<file path="src/rtl/snake_pkg.sv">
// Shared direction type and screen constants for the snake game datapath.
package snake_pkg;

  typedef enum logic [1:0] {
    UP    = 2'd0,
    DOWN  = 2'd1,
    LEFT  = 2'd2,
    RIGHT = 2'd3
  } dir_t;

  localparam int SCREEN_W = 640;
  localparam int SCREEN_H = 480;
  localparam int CELL     = 10;

  // Opposite pairs differ only in bit 0 (UP/DOWN, LEFT/RIGHT).
  function automatic dir_t dir_reverse(input dir_t d);
    return dir_t'(d ^ 2'b01);
  endfunction

endpackage

</file>
<file path="src/rtl/step_timer.sv">
// Game step timer: tick_cnt runs 0..TICKS-1 while enabled, holds while disabled.
module step_timer #(
  parameter int TICKS = 4
) (
  input  logic clk,
  input  logic rst,
  input  logic en,
  output logic tc
);

  localparam int              W    = $clog2(TICKS);
  localparam logic [W-1:0]    LAST = W'(TICKS - 1);

  logic [W-1:0] tick_cnt;

  assign tc = en && (tick_cnt == LAST);

  always_ff @(posedge clk or posedge rst) begin
    if (rst) begin
      tick_cnt <= '0;
    end else if (en) begin
      tick_cnt <= (tick_cnt == LAST) ? '0 : tick_cnt + 1'b1;
    end
  end

endmodule

</file>
<file path="src/rtl/snake_head_stepper.sv">
// Snake head position stepper: direction latch plus per-step head move.
// Build option SNAKE_WALL_WRAP_EN: playfield edges wrap instead of raising wall_hit.
module snake_head_stepper
  import snake_pkg::*;
#(
  parameter int TICKS_PER_STEP = 2500000,
  parameter int STEP           = CELL,
  parameter int X_MAX          = SCREEN_W,
  parameter int Y_MAX          = SCREEN_H,
  parameter int X_INIT         = 320,
  parameter int Y_INIT         = 240
) (
  input  logic       clk,
  input  logic       rst,
  input  logic       move_en,
  input  logic [3:0] dir_btn,
  output logic [9:0] head_x,
  output logic [9:0] head_y,
  output dir_t       dir_cur,
  output logic       step_pulse,
  output logic       wall_hit
);

  localparam logic [9:0] STEP10 = 10'(STEP);
  localparam logic [9:0] X_LIM  = 10'(X_MAX - STEP);
  localparam logic [9:0] Y_LIM  = 10'(Y_MAX - STEP);
  localparam logic [9:0] X_RST  = 10'(X_INIT);
  localparam logic [9:0] Y_RST  = 10'(Y_INIT);

  logic       tick_done;
  logic       step_ev;
  logic       req_valid;
  logic       blocked;
  dir_t       req_dir;
  dir_t       dir_pend;
  dir_t       pend_next;
  logic [9:0] cand_x;
  logic [9:0] cand_y;

  step_timer #(.TICKS(TICKS_PER_STEP)) u_step_timer (
    .clk (clk),
    .rst (rst),
    .en  (move_en),
    .tc  (tick_done)
  );

  assign step_ev = tick_done && !wall_hit;

  always_comb begin
    req_valid = 1'b1;
    req_dir   = RIGHT;
    pend_next = dir_pend;
    if (dir_btn[3])      req_dir = UP;
    else if (dir_btn[2]) req_dir = DOWN;
    else if (dir_btn[1]) req_dir = LEFT;
    else if (dir_btn[0]) req_dir = RIGHT;
    else                 req_valid = 1'b0;
    if (req_valid && (req_dir != dir_reverse(dir_cur))) pend_next = req_dir;
  end

  // Decrement below 0 wraps modulo 1024, so one "> limit" test covers both edges.
  always_comb begin
    cand_x = head_x;
    cand_y = head_y;
    case (dir_pend)
      UP:    cand_y = head_y - STEP10;
      DOWN:  cand_y = head_y + STEP10;
      LEFT:  cand_x = head_x - STEP10;
      RIGHT: cand_x = head_x + STEP10;
    endcase
`ifdef SNAKE_WALL_WRAP_EN
    if (cand_x > X_LIM) cand_x = (dir_pend == LEFT) ? X_LIM : '0;
    if (cand_y > Y_LIM) cand_y = (dir_pend == UP)   ? Y_LIM : '0;
    blocked = 1'b0;
`else
    blocked = (cand_x > X_LIM) || (cand_y > Y_LIM);
`endif
  end

  always_ff @(posedge clk or posedge rst) begin
    if (rst) begin
      head_x     <= X_RST;
      head_y     <= Y_RST;
      dir_cur    <= RIGHT;
      dir_pend   <= RIGHT;
      step_pulse <= 1'b0;
    end else begin
      dir_pend   <= pend_next;
      step_pulse <= 1'b0;
      if (step_ev && !blocked) begin
        head_x     <= cand_x;
        head_y     <= cand_y;
        dir_cur    <= dir_pend;
        step_pulse <= 1'b1;
      end
    end
  end

`ifdef SNAKE_WALL_WRAP_EN
  assign wall_hit = 1'b0;
`else
  always_ff @(posedge clk or posedge rst) begin
    if (rst) begin
      wall_hit <= 1'b0;
    end else if (step_ev && blocked) begin
      wall_hit <= 1'b1;
    end
  end
`endif

endmodule

</file>
<file path="config.mk">
export PLATFORM = sky130hd
export DESIGN_NAME = snake_head_stepper
export DESIGN_NICKNAME = d
export VERILOG_FILES = /design/src/rtl/snake_pkg.sv /design/src/rtl/step_timer.sv /design/src/rtl/snake_head_stepper.sv
export SDC_FILE = /design/constraint.sdc
export NUM_CORES = 1
export LEC_CHECK = 0
export CORE_MARGIN = 10
export CORE_UTILIZATION = 45
export DETAILED_ROUTE_END_ITERATION = 8
export DONT_BUFFER_PORTS = 1
export PLACE_DENSITY_LB_ADDON = 0.15
export SYNTH_ARGS = -nofsm -noshare
export SYNTH_HDL_FRONTEND = slang
export SYNTH_SLANG_ARGS = --single-unit
</file>
<file path="constraint.sdc">
create_clock -name clk -period 4.74 [get_ports clk]
set_input_delay 1.422 -clock clk [delete_from_list [all_inputs] [get_ports clk]]
set_output_delay 1.422 -clock clk [all_outputs]
set_load 0.005 [all_outputs]
</file>
==> metrics, run 1 <==
status=complete, no violations; initial antenna violation count=0; worst endpoint required time=4.93 ns; crit path DAT=4.00 ns; Max Cap Violations=0; kind of critical path=reg2reg; H-tree Lvls=2; top post-synthesis cells by count=36 x dfrtp_1, 28 x nor2_1, 24 x xnor2_1, 20 x nand2_1, 18 x nand3_1; Synth Cell Area=0.003418 mm2; EDFF count, synth=0; Final Total Pwr=0.0009197 W; CTS buffer count=5; fin cells=442; PD cells=263.4 mW/mm2; Crit Path Max Fanout=18; CTS tree=built; unrepaired setup endpoints after global routing=no; Setup crit start=dir_pend[0]; Area Growth Syn to Fin=2.160%; initial core utilization=0.4663; Critical Path Sink=head_x[5]; IO Pins=31; Slew Viols, Final=0; die area=0.01148 mm2; Hold-fix buffers, CTS=0; IO buf count=0; Yosys top cell by area=dfrtp_1; FFs w/ async S/R, synth=1.000; RR Endpoint=head_x[5]; Worst-Skew Late Latency=0.30 ns; RR Startpoint=dir_pend[0]; Nets=363; vias in the first global route=2445; Synth area leaders=dfrtp_1 26%, dfstp_2 7.7%, xnor2_1 6.1%; Distinct cells, synth=72; Final ANT Viol Nets=0; WL final=7.197 mm; DR WL/cell=16.28 um; std cell rows=31; LEAKAGE=1.458 nW; Setup Skew=0.004504 ns; peak supply drop=0.1090 mV; Core Area=0.007331 mm2; post-CTS setup buffer count=0; synthesis-stage register bit count=46; DR WL met3=490 um; Synth Flop Type=dfrtp_1; Final Wtd Congestion=0.8687; worst-case reg-to-reg path depth=11; Vias=2493; top achievable clock speed=262.8 MHz; pin count of the biggest net entering global routing=47; Synth Area per Inst=9.851 um2; most common cell in the netlist=dfrtp_1; WL met1=3.335 mm; number of synthesis warnings=0; flop-to-flop setup slack=0.94 ns; share of layout cells above drive strength 1=0.1487; CP endpoint kind=register; count of cells resized by post-cts repair=0; Clock Path Buffers=2; Hold Crit Class=reg2reg; clk root buf=clkbuf_8; crit path time final=3.805 ns; Setup TNS Final=0 ns; First-pass DRT Iterations=4; Seq/Total Area, Yosys=0.3404; metal2 WL=3.291 mm; top routing layer in use=met4; Die Height=107.2 um; Syn Inst Count=347; vias per inst=5.640; Die X=107.2 um; Starting DRT DRC Count=153; Setup-failing EPs final=0; GR Util All Layers=0.1285; clock-pin slew on the worst setup and hold paths=0.09 ns; dpl cells=434; final-report hold violation count=0; relative slew slack=0.3643; clk sinks=46; total congestion overflow=0; worst slew pin tran=0.9522 ns; dpl hpwl=5.363 mm; Yosys top cell area share=0.2635; DRC Markers=0; Setup crit start kind=register; global-route wire length before repair=12.37 mm; period utilisation layout=0.8027; diode count=0
[critical path, cell delays in order, from the launching register on]
cell	delay (ns)
dfstp_2	0.79
nand2b_1	0.26
inv_1	0.20
fa_1	0.25
and2b_2	0.24
a21oi_1	0.21
o221ai_1	0.18
xnor2_1	0.17
a311oi_2	0.26
o211ai_2	0.30
nor3_4	0.50
mux2_4	0.34
[flip-flops by register name, summed over array words and instances (netlist names)]
signal and cells:
head_x 9, wall_hit 1, head_y 9, dir_cur 2, dir_pend 2, u_step_timer.tick_cnt 22
step_pulse 1
[cell usage in the layout (no fill, tap or decap), drive strengths merged, types with 3 or more instances in the layout]
cell	synthesis	layout
a21o	8	8
mux2i	9	9
nor2	28	28
clkbuf	8	6
ha	12	12
o21bai	3	3
and3	4	4
o22ai	5	5
dfrtp	36	36
nand3	18	18
nand4b	3	3
dfstp	10	10
a21oi	15	15
inv	17	17
nor3	10	10
nand4	11	11
maj3	3	3
and2	3	3
nand2b	6	6
o21ai	9	9
a31oi	4	4
xnor2	24	24
a21boi	3	3
nor4	8	8
xor2	13	13
mux2	8	8
o211ai	7	7
nand2	21	21
[routing by layer]
metal  global-route usage  vias up
li1                     -     1239
met1               0.1668     1197
met5                    0        -
met3              0.04012       10
met4              0.03191        0
met2               0.2024       47
[through the flow]
step / cell area (um2) / worst slack, ns / utilization / hold slack, ns
2_1_floorplan: 3422 / 1.410 / - / 0.4390
3_3_place_gp: 3397 / 1.100 / 0.4634 / 0.4570
3_5_place_dp: 3397 / 0.9674 / 0.4634 / 0.4644
4_1_cts: 3492 / 0.9390 / 0.4764 / 0.4813
5_1_grt: 3492 / 0.6751 / 0.4764 / 0.5291
6_report: 3492 / 0.9351 / 0.4764 / 0.4774
[final cells by class]
cell class              instances  area [um2]
fillers                       688        3839
inverters                      17       63.81
well taps                      99       123.9
multi-input cells             270        2031
flip-flops and latches         46        1164
clock buffers                   6       82.58
clock inverters                 2       12.51
repair buffers                  2       15.01
[report_power, final]
group / total [W] / internal [W] / switching [W]
Clock: 0.000256 / 0.000117 / 0.000139
Combinational: 0.000219 / 0.0000905 / 0.000128
Sequential: 0.000445 / 0.000416 / 0.0000287
[worst min-delay path by stage]
stage                                         from                  endpoint  slack [ns]  cells past startpoint
after floorplan           u_step_timer.tick_cnt[4]  u_step_timer.tick_cnt[4]        0.44                      1
after detailed placement  u_step_timer.tick_cnt[4]  u_step_timer.tick_cnt[4]        0.46                      1
after global routing      u_step_timer.tick_cnt[4]  u_step_timer.tick_cnt[4]        0.53                      1
after global placement    u_step_timer.tick_cnt[4]  u_step_timer.tick_cnt[4]        0.46                      1
final                     u_step_timer.tick_cnt[4]  u_step_timer.tick_cnt[4]        0.48                      1
after CTS                 u_step_timer.tick_cnt[4]  u_step_timer.tick_cnt[4]        0.48                      1
[logic make-up after synthesis]
kind of cell    count (synthesis)  synth area share
compound gates                 71            0.1636
xor+xnor                       37           0.09480
fa+ha+maj                      17           0.06479
buf+inv                        32           0.06662
flops                          46            0.3404
mux                            17           0.06040
other cells                     1          0.001097
simple gates                  126            0.2083
Note: power is estimated with default switching activity, not from simulation.
==> inputs of run 2 (changes only) <==
==> constraint.sdc (replaced) <==
create_clock -name clk -period 3.4 [get_ports clk]
set_input_delay 1.02 -clock clk [delete_from_list [all_inputs] [get_ports clk]]
set_output_delay 1.02 -clock clk [all_outputs]
set_load 0.005 [all_outputs]
==> metrics, run 2 (synthesis gave the netlist of run 1 again) <==
status=complete, no violations; std cell rows=31 (unchanged); Vias=2540 (+1.9%); DR WL/cell=16.15 um (-0.83%); flop-to-flop setup slack=0.13 ns (-0.80 ns); Gate power share=0.272 (+0.034); crit path DAT=3.46 ns (-0.54 ns); share of layout cells above drive strength 1=0.1859 (+0.03723); Hold EP=u_step_timer.tick_cnt[4]; global-route wire length before repair=12.43 mm (+0.44%); GR met1 Demand/Resource=0.1746 (+0.007706); fin util=0.4929 (+0.01656); die area=0.01148 mm2 (unchanged); RR Startpoint=dir_pend[0]; CP endpoint kind=register; met2 usage=0.1972 (-0.005236); CTS tree=built; Flop pwr share=0.472 (-0.012); Die X=107.2 um (unchanged); Setup-failing EPs final=0 (unchanged); Clock Path Buffers=2 (unchanged); Die Height=107.2 um (unchanged); Nets=375 (+3.3%); register area=0.001164 mm2 (unchanged); DRC Markers=0 (unchanged); IO Pins=31 (unchanged); vias per inst=5.595 (-0.81%); Hold Crit Class=reg2reg; Setup TNS Final=0 ns (unchanged); Sw Share=0.3235 (+0.002258); Final Wtd Congestion=0.8444 (-2.8%); WHS=0.4765 ns (-0.0008460 ns); clk sinks=46 (unchanged); LEAKAGE=1.522 nW (+4.4%); RR Endpoint=head_x[5]; worst endpoint required time=3.59 ns (-1.34 ns); PD cells=361.5 mW/mm2 (+37%); kind of critical path=reg2reg; Biggest register=u_step_timer.tick_cnt; period utilisation layout=0.9606 (+0.1579); vias in the first global route=2400 (-1.8%); Global Route met3 Usage=0.03832 (-0.001796); Fill cells=650 (-5.5%); GR Util All Layers=0.1278 (-0.0007009); diode count=0 (unchanged); relative slew slack=0.3572 (-0.007086); Hold-fix buffers, CTS=0 (unchanged); clk root buf=clkbuf_8; hold depth=1 (unchanged); top achievable clock speed=306.2 MHz (+16%); commonest non-fill, non-tap cell in the layout=dfrtp_1; Max Cap Violations=0 (unchanged); initial antenna violation count=0 (unchanged); Final Total Pwr=0.001306 W (+42%); pin count of the biggest net entering global routing=47 (unchanged); worst-case reg-to-reg path depth=11 (unchanged); final-report hold violation count=0 (unchanged); Area Growth Syn to Fin=5.710%; commonest cells after routing, fill and taps aside=36 x dfrtp_1, 28 x nor2_1, 24 x xnor2_1, 20 x nand2_1, 18 x nand3_1; dpl hpwl=5.401 mm (+0.72%); max reg flops=22 (unchanged); peak supply drop=0.1744 mV (+60%); IO buf count=0 (unchanged); Slew Viols, Final=0 (unchanged); H-tree Lvls=2 (unchanged); Worst-Skew Late Latency=0.30 ns (about the same); GRT busiest layer=met2; Setup Skew=0.01029 ns (+0.005785 ns); Crit Path Max Fanout=9 (-9); Multi-input gate area=0.002058 mm2 (+1.4%); CTS buffer count=5 (unchanged); initial core utilization=0.4663 (unchanged); crit path time final=3.266 ns (-0.5389 ns); fin area=0.003613 mm2 (+3.5%); NetSw=0.0004226 W (+43%); worst slew pin tran=0.9628 ns (+0.01061 ns); Final ANT Viol Nets=0 (unchanged); Clock power frac=0.256 (-0.022); hold path start=u_step_timer.tick_cnt[4]; largest registers=u_step_timer.tick_cnt x22, head_x x9, head_y x9; Internal=0.0008837 W (+42%); Setup crit start kind=register; post-place instance area=0.003450 mm2 (+1.5%); total congestion overflow=0 (unchanged); clock-pin slew on the worst setup and hold paths=0.09 ns (about the same); Starting DRT DRC Count=155 (+1.3%); First-pass DRT Iterations=4 (unchanged); Core Area=0.007331 mm2 (unchanged); WL final=7.331 mm (+1.9%)
-- run 2: critical path: stages (launching register included) --
cell and delay [ns]:
dfstp_2 0.61, nand2_4 0.12, ha_1 0.36, a21o_1 0.23, maj3_1 0.37, a21oi_1 0.20, nand4_1 0.14, nand3_1 0.17
a32oi_4 0.07, buf_12 0.17, nor3_4 0.38, mux2_4 0.33
-- run 2: timing repair --
action / 4_1_cts / 5_1_grt
setup buffers: 1 / 4
gates resized for setup: 1 / 5
endpoints found under the setup margin: 10 / 15
pin swaps: 1 / 3
-- run 2: layout make-up --
class,count,area share
Clock inverter,2,0.003809
Multi-Input combinational cell,270,0.5696
Timing Repair Buffer,14,0.03255
Tap cell,99,0.03428
Sequential cell,46,0.3220
Clock buffer,6,0.02008
Inverter,17,0.01766
-- run 2: layer usage --
layer | share of wire | up-vias
li1 | - | 1270
met1 | 0.48 | 1219
met2 | 0.45 | 47
met3 | 0.061 | 4
met4 | 0.0060 | 0
met5 | 0 | -
-- run 2: worst max-delay path by stage --
stage                      endpoint  slack [ns]  cells after the start   startpoint
after floorplan           head_x[5]        0.07                     12  dir_pend[1]
after global placement    head_x[5]        0.06                     11  dir_pend[1]
final                     head_x[5]        0.13                     11  dir_pend[0]
after global routing      head_y[8]       -0.04                     12  dir_pend[1]
after CTS                 head_y[4]        0.02                     13  dir_pend[1]
after detailed placement  head_y[4]       -0.04                     12  dir_pend[1]
-- run 2: stage by stage --
stage	instances	worst slack (ns)
final	454	0.1339
after detailed placement	441	-0.04480
after global routing	454	-0.04378
after global placement	441	0.06298
after CTS	450	0.01678
after floorplan	348	0.07036
-- run 2: power groups by stage --
stage / Combinational, W / Clock (W) / Sequential (W)
4_1_cts: 0.000324 / 0.000355 / 0.000616
3_5_place_dp: 0.000323 / 0 / 0.000625
3_3_place_gp: 0.000319 / 0 / 0.000624
2_1_floorplan: 0.000284 / 0 / 0.000614
5_1_grt: 0.000392 / 0.000375 / 0.000621
6_report: 0.000355 / 0.000334 / 0.000617
==> inputs of run 3 (changes only) <==
==> constraint.sdc (replaced) <==
create_clock -name clk -period 3.2 [get_ports clk]
set_input_delay 0.96 -clock clk [delete_from_list [all_inputs] [get_ports clk]]
set_output_delay 0.96 -clock clk [all_outputs]
set_load 0.005 [all_outputs]
==> metrics, run 3 (synthesis gave the netlist of run 1 again) <==
Vias=2682 (+5.6%); total congestion overflow=0 (unchanged); commonest non-fill, non-tap cell in the layout=dfrtp_1; share of layout cells above drive strength 1=0.3158 (+0.1299); crit path time final=3.160 ns (-0.1056 ns); worst endpoint required time=3.40 ns (-0.19 ns); H-tree Lvls=2 (unchanged); Setup TNS Final=0 ns (unchanged); Starting DRT DRC Count=171 (+10%); clock-pin slew on the worst setup and hold paths=0.09 ns (about the same); die area=0.01148 mm2 (unchanged); Worst-Skew Late Latency=0.30 ns (about the same); initial core utilization=0.4663 (unchanged); CP endpoint kind=register; Biggest register=u_step_timer.tick_cnt; Clock Path Buffers=2 (unchanged); fin cells=479 (+5.5%); Setup-failing EPs final=0 (unchanged); RR Endpoint=head_x[5]; RR Startpoint=dir_pend[1]; clk root buf=clkbuf_8; critical path's top delay family=compound AO/OA/AOI/OAI gates; max reg flops=22 (unchanged); WL final=8.000 mm (+9.1%); Final Wtd Congestion=0.8239 (-2.4%); status=complete, no violations; fin area=0.004081 mm2 (+13%); Die Height=107.2 um (unchanged); diode count=0 (unchanged); DR WL/cell=16.70 um (+3.4%); IO buf count=0 (unchanged); Worst Slack Setup Final=0.03959 ns (-0.09436 ns); GR Util All Layers=0.1363 (+0.008416); dpl hpwl=5.660 mm (+4.8%); crit path DAT=3.36 ns (-0.10 ns); global-route wire length before repair=13.05 mm (+5.0%); Nets=400 (+6.7%); Final ANT Viol Nets=0 (unchanged); CP Depth=12 (+1); Area Growth Syn to Fin=19.40%; CP max-delay cell=dfstp_2; First-pass DRT Iterations=4 (unchanged); Core Area=0.007331 mm2 (unchanged); initial antenna violation count=0 (unchanged); vias in the first global route=2591 (+8.0%); kind of critical path=reg2reg; IO Pins=31 (unchanged); CTS tree=built; flop-to-flop setup slack=0.04 ns (-0.09 ns); peak supply drop=0.2093 mV (+20%); Setup Skew=0.005043 ns (-0.005246 ns); worst slack at placement=-0.1804 ns (-0.1356 ns); Setup crit start=dir_pend[1]; Multi-input gate area=0.002265 mm2 (+10%); clk sinks=46 (unchanged); final-report hold violation count=0 (unchanged); Crit Path Max Fanout=4 (-5); CTS buffer count=5 (unchanged); worst-case reg-to-reg path depth=12 (+1); dpl cells=452 (+2.5%); DRC Markers=0 (unchanged); vias per inst=5.599 (about the same); register area=0.001164 mm2 (unchanged); PD cells=382.3 mW/mm2 (+5.7%); post-place instance area=0.003556 mm2 (+3.1%); largest registers=u_step_timer.tick_cnt x22, head_x x9, head_y x9; std cell rows=31 (unchanged); Critical Path Sink=head_x[5]; unrepaired setup endpoints after global routing=yes; commonest cells after routing, fill and taps aside=36 x dfrtp_1, 30 x buf_4, 27 x nor2_1, 23 x xnor2_1, 19 x nand2_1; Setup crit start kind=register; top achievable clock speed=316.4 MHz (+3.3%); Slew Viols, Final=0 (unchanged); cells along the critical path=nand2b_4 -> inv_4 -> fa_2 -> and2b_2 -> a21oi_4 -> o221ai_2 -> xnor2_1 -> a311oi_2 -> o211ai_4 -> nor3_4 -> buf_6 -> mux2_4; Largest stage delay, worst path=0.56 ns (-0.05 ns); Die X=107.2 um (unchanged); period utilisation layout=0.9876 (+0.02703); Hold-fix buffers, CTS=0 (unchanged); Max Cap Violations=0 (unchanged); Hold Crit Class=reg2reg; LEAKAGE=1.681 nW (+10%); Fill cells=630 (-3.1%); CP bufs+invs=2 (+1); pin count of the biggest net entering global routing=20 (-57%)
## run 3: cell count changes in the layout (fill, tap and decap cells not counted), moves of 4 or more
cell	previous run	this run
buf_6	0	6
ha_1	11	5
buf_4	13	30
ha_4	0	6
a21oi_1	14	10
## run 3: repair_timing
item / 4_1_cts / 5_1_grt
setup endpoints to repair: 16 / 20
pin swaps: 10 / 21
endpoints found under the hold margin: 0 / 0
gates cloned: 0 / 0
gates resized for setup: 6 / 39
setup buffers: 9 / 12
## run 3: report_power, final
group | internal [W] | total (W) | leakage (nW) | switching, W
sequential | 0.000616 | 0.000653 | 0.555 | 0.0000366
combinational | 0.000233 | 0.000484 | 1.07 | 0.000251
clock | 0.000218 | 0.000423 | 0.0575 | 0.000204
total | 0.00107 | 0.00156 | 1.68 | 0.000492
## run 3: routing by layer
metal	GRT usage	part of all wire	up-vias
met1	0.1783	0.45	1299
met2	0.2160	0.47	50
met5	0	0	-
met3	0.03952	0.063	12
li1	-	-	1321
met4	0.03191	0.014	0
## run 3: worst min-delay path by stage
stage	start	end	slack, ns	depth (start not counted)
after floorplan	u_step_timer.tick_cnt[4]	u_step_timer.tick_cnt[4]	0.44	1
after global placement	u_step_timer.tick_cnt[4]	u_step_timer.tick_cnt[4]	0.46	1
after detailed placement	u_step_timer.tick_cnt[4]	u_step_timer.tick_cnt[4]	0.47	1
after CTS	u_step_timer.tick_cnt[4]	u_step_timer.tick_cnt[4]	0.48	1
after global routing	u_step_timer.tick_cnt[4]	u_step_timer.tick_cnt[4]	0.51	1
final	u_step_timer.tick_cnt[4]	u_step_timer.tick_cnt[4]	0.48	1
## run 3: metrics by stage
step / hold slack [ns] / total power, W / utilization
after floorplan: 0.4390 / 0.0009581 / -
after global placement: 0.4595 / 0.001031 / 0.4851
after detailed placement: 0.4679 / 0.001035 / 0.4851
after CTS: 0.4844 / 0.001498 / 0.5151
after global routing: 0.5129 / 0.001643 / 0.5568
final: 0.4837 / 0.001560 / 0.5568
## run 3: area by class of cell
cell class | instances | share of cell area
tap | 99 | 0.03035
multi-input combinational | 270 | 0.5549
sequential | 46 | 0.2851
inverter | 17 | 0.01625
timing repair buffer | 39 | 0.08645
clock buffer | 8 | 0.02698
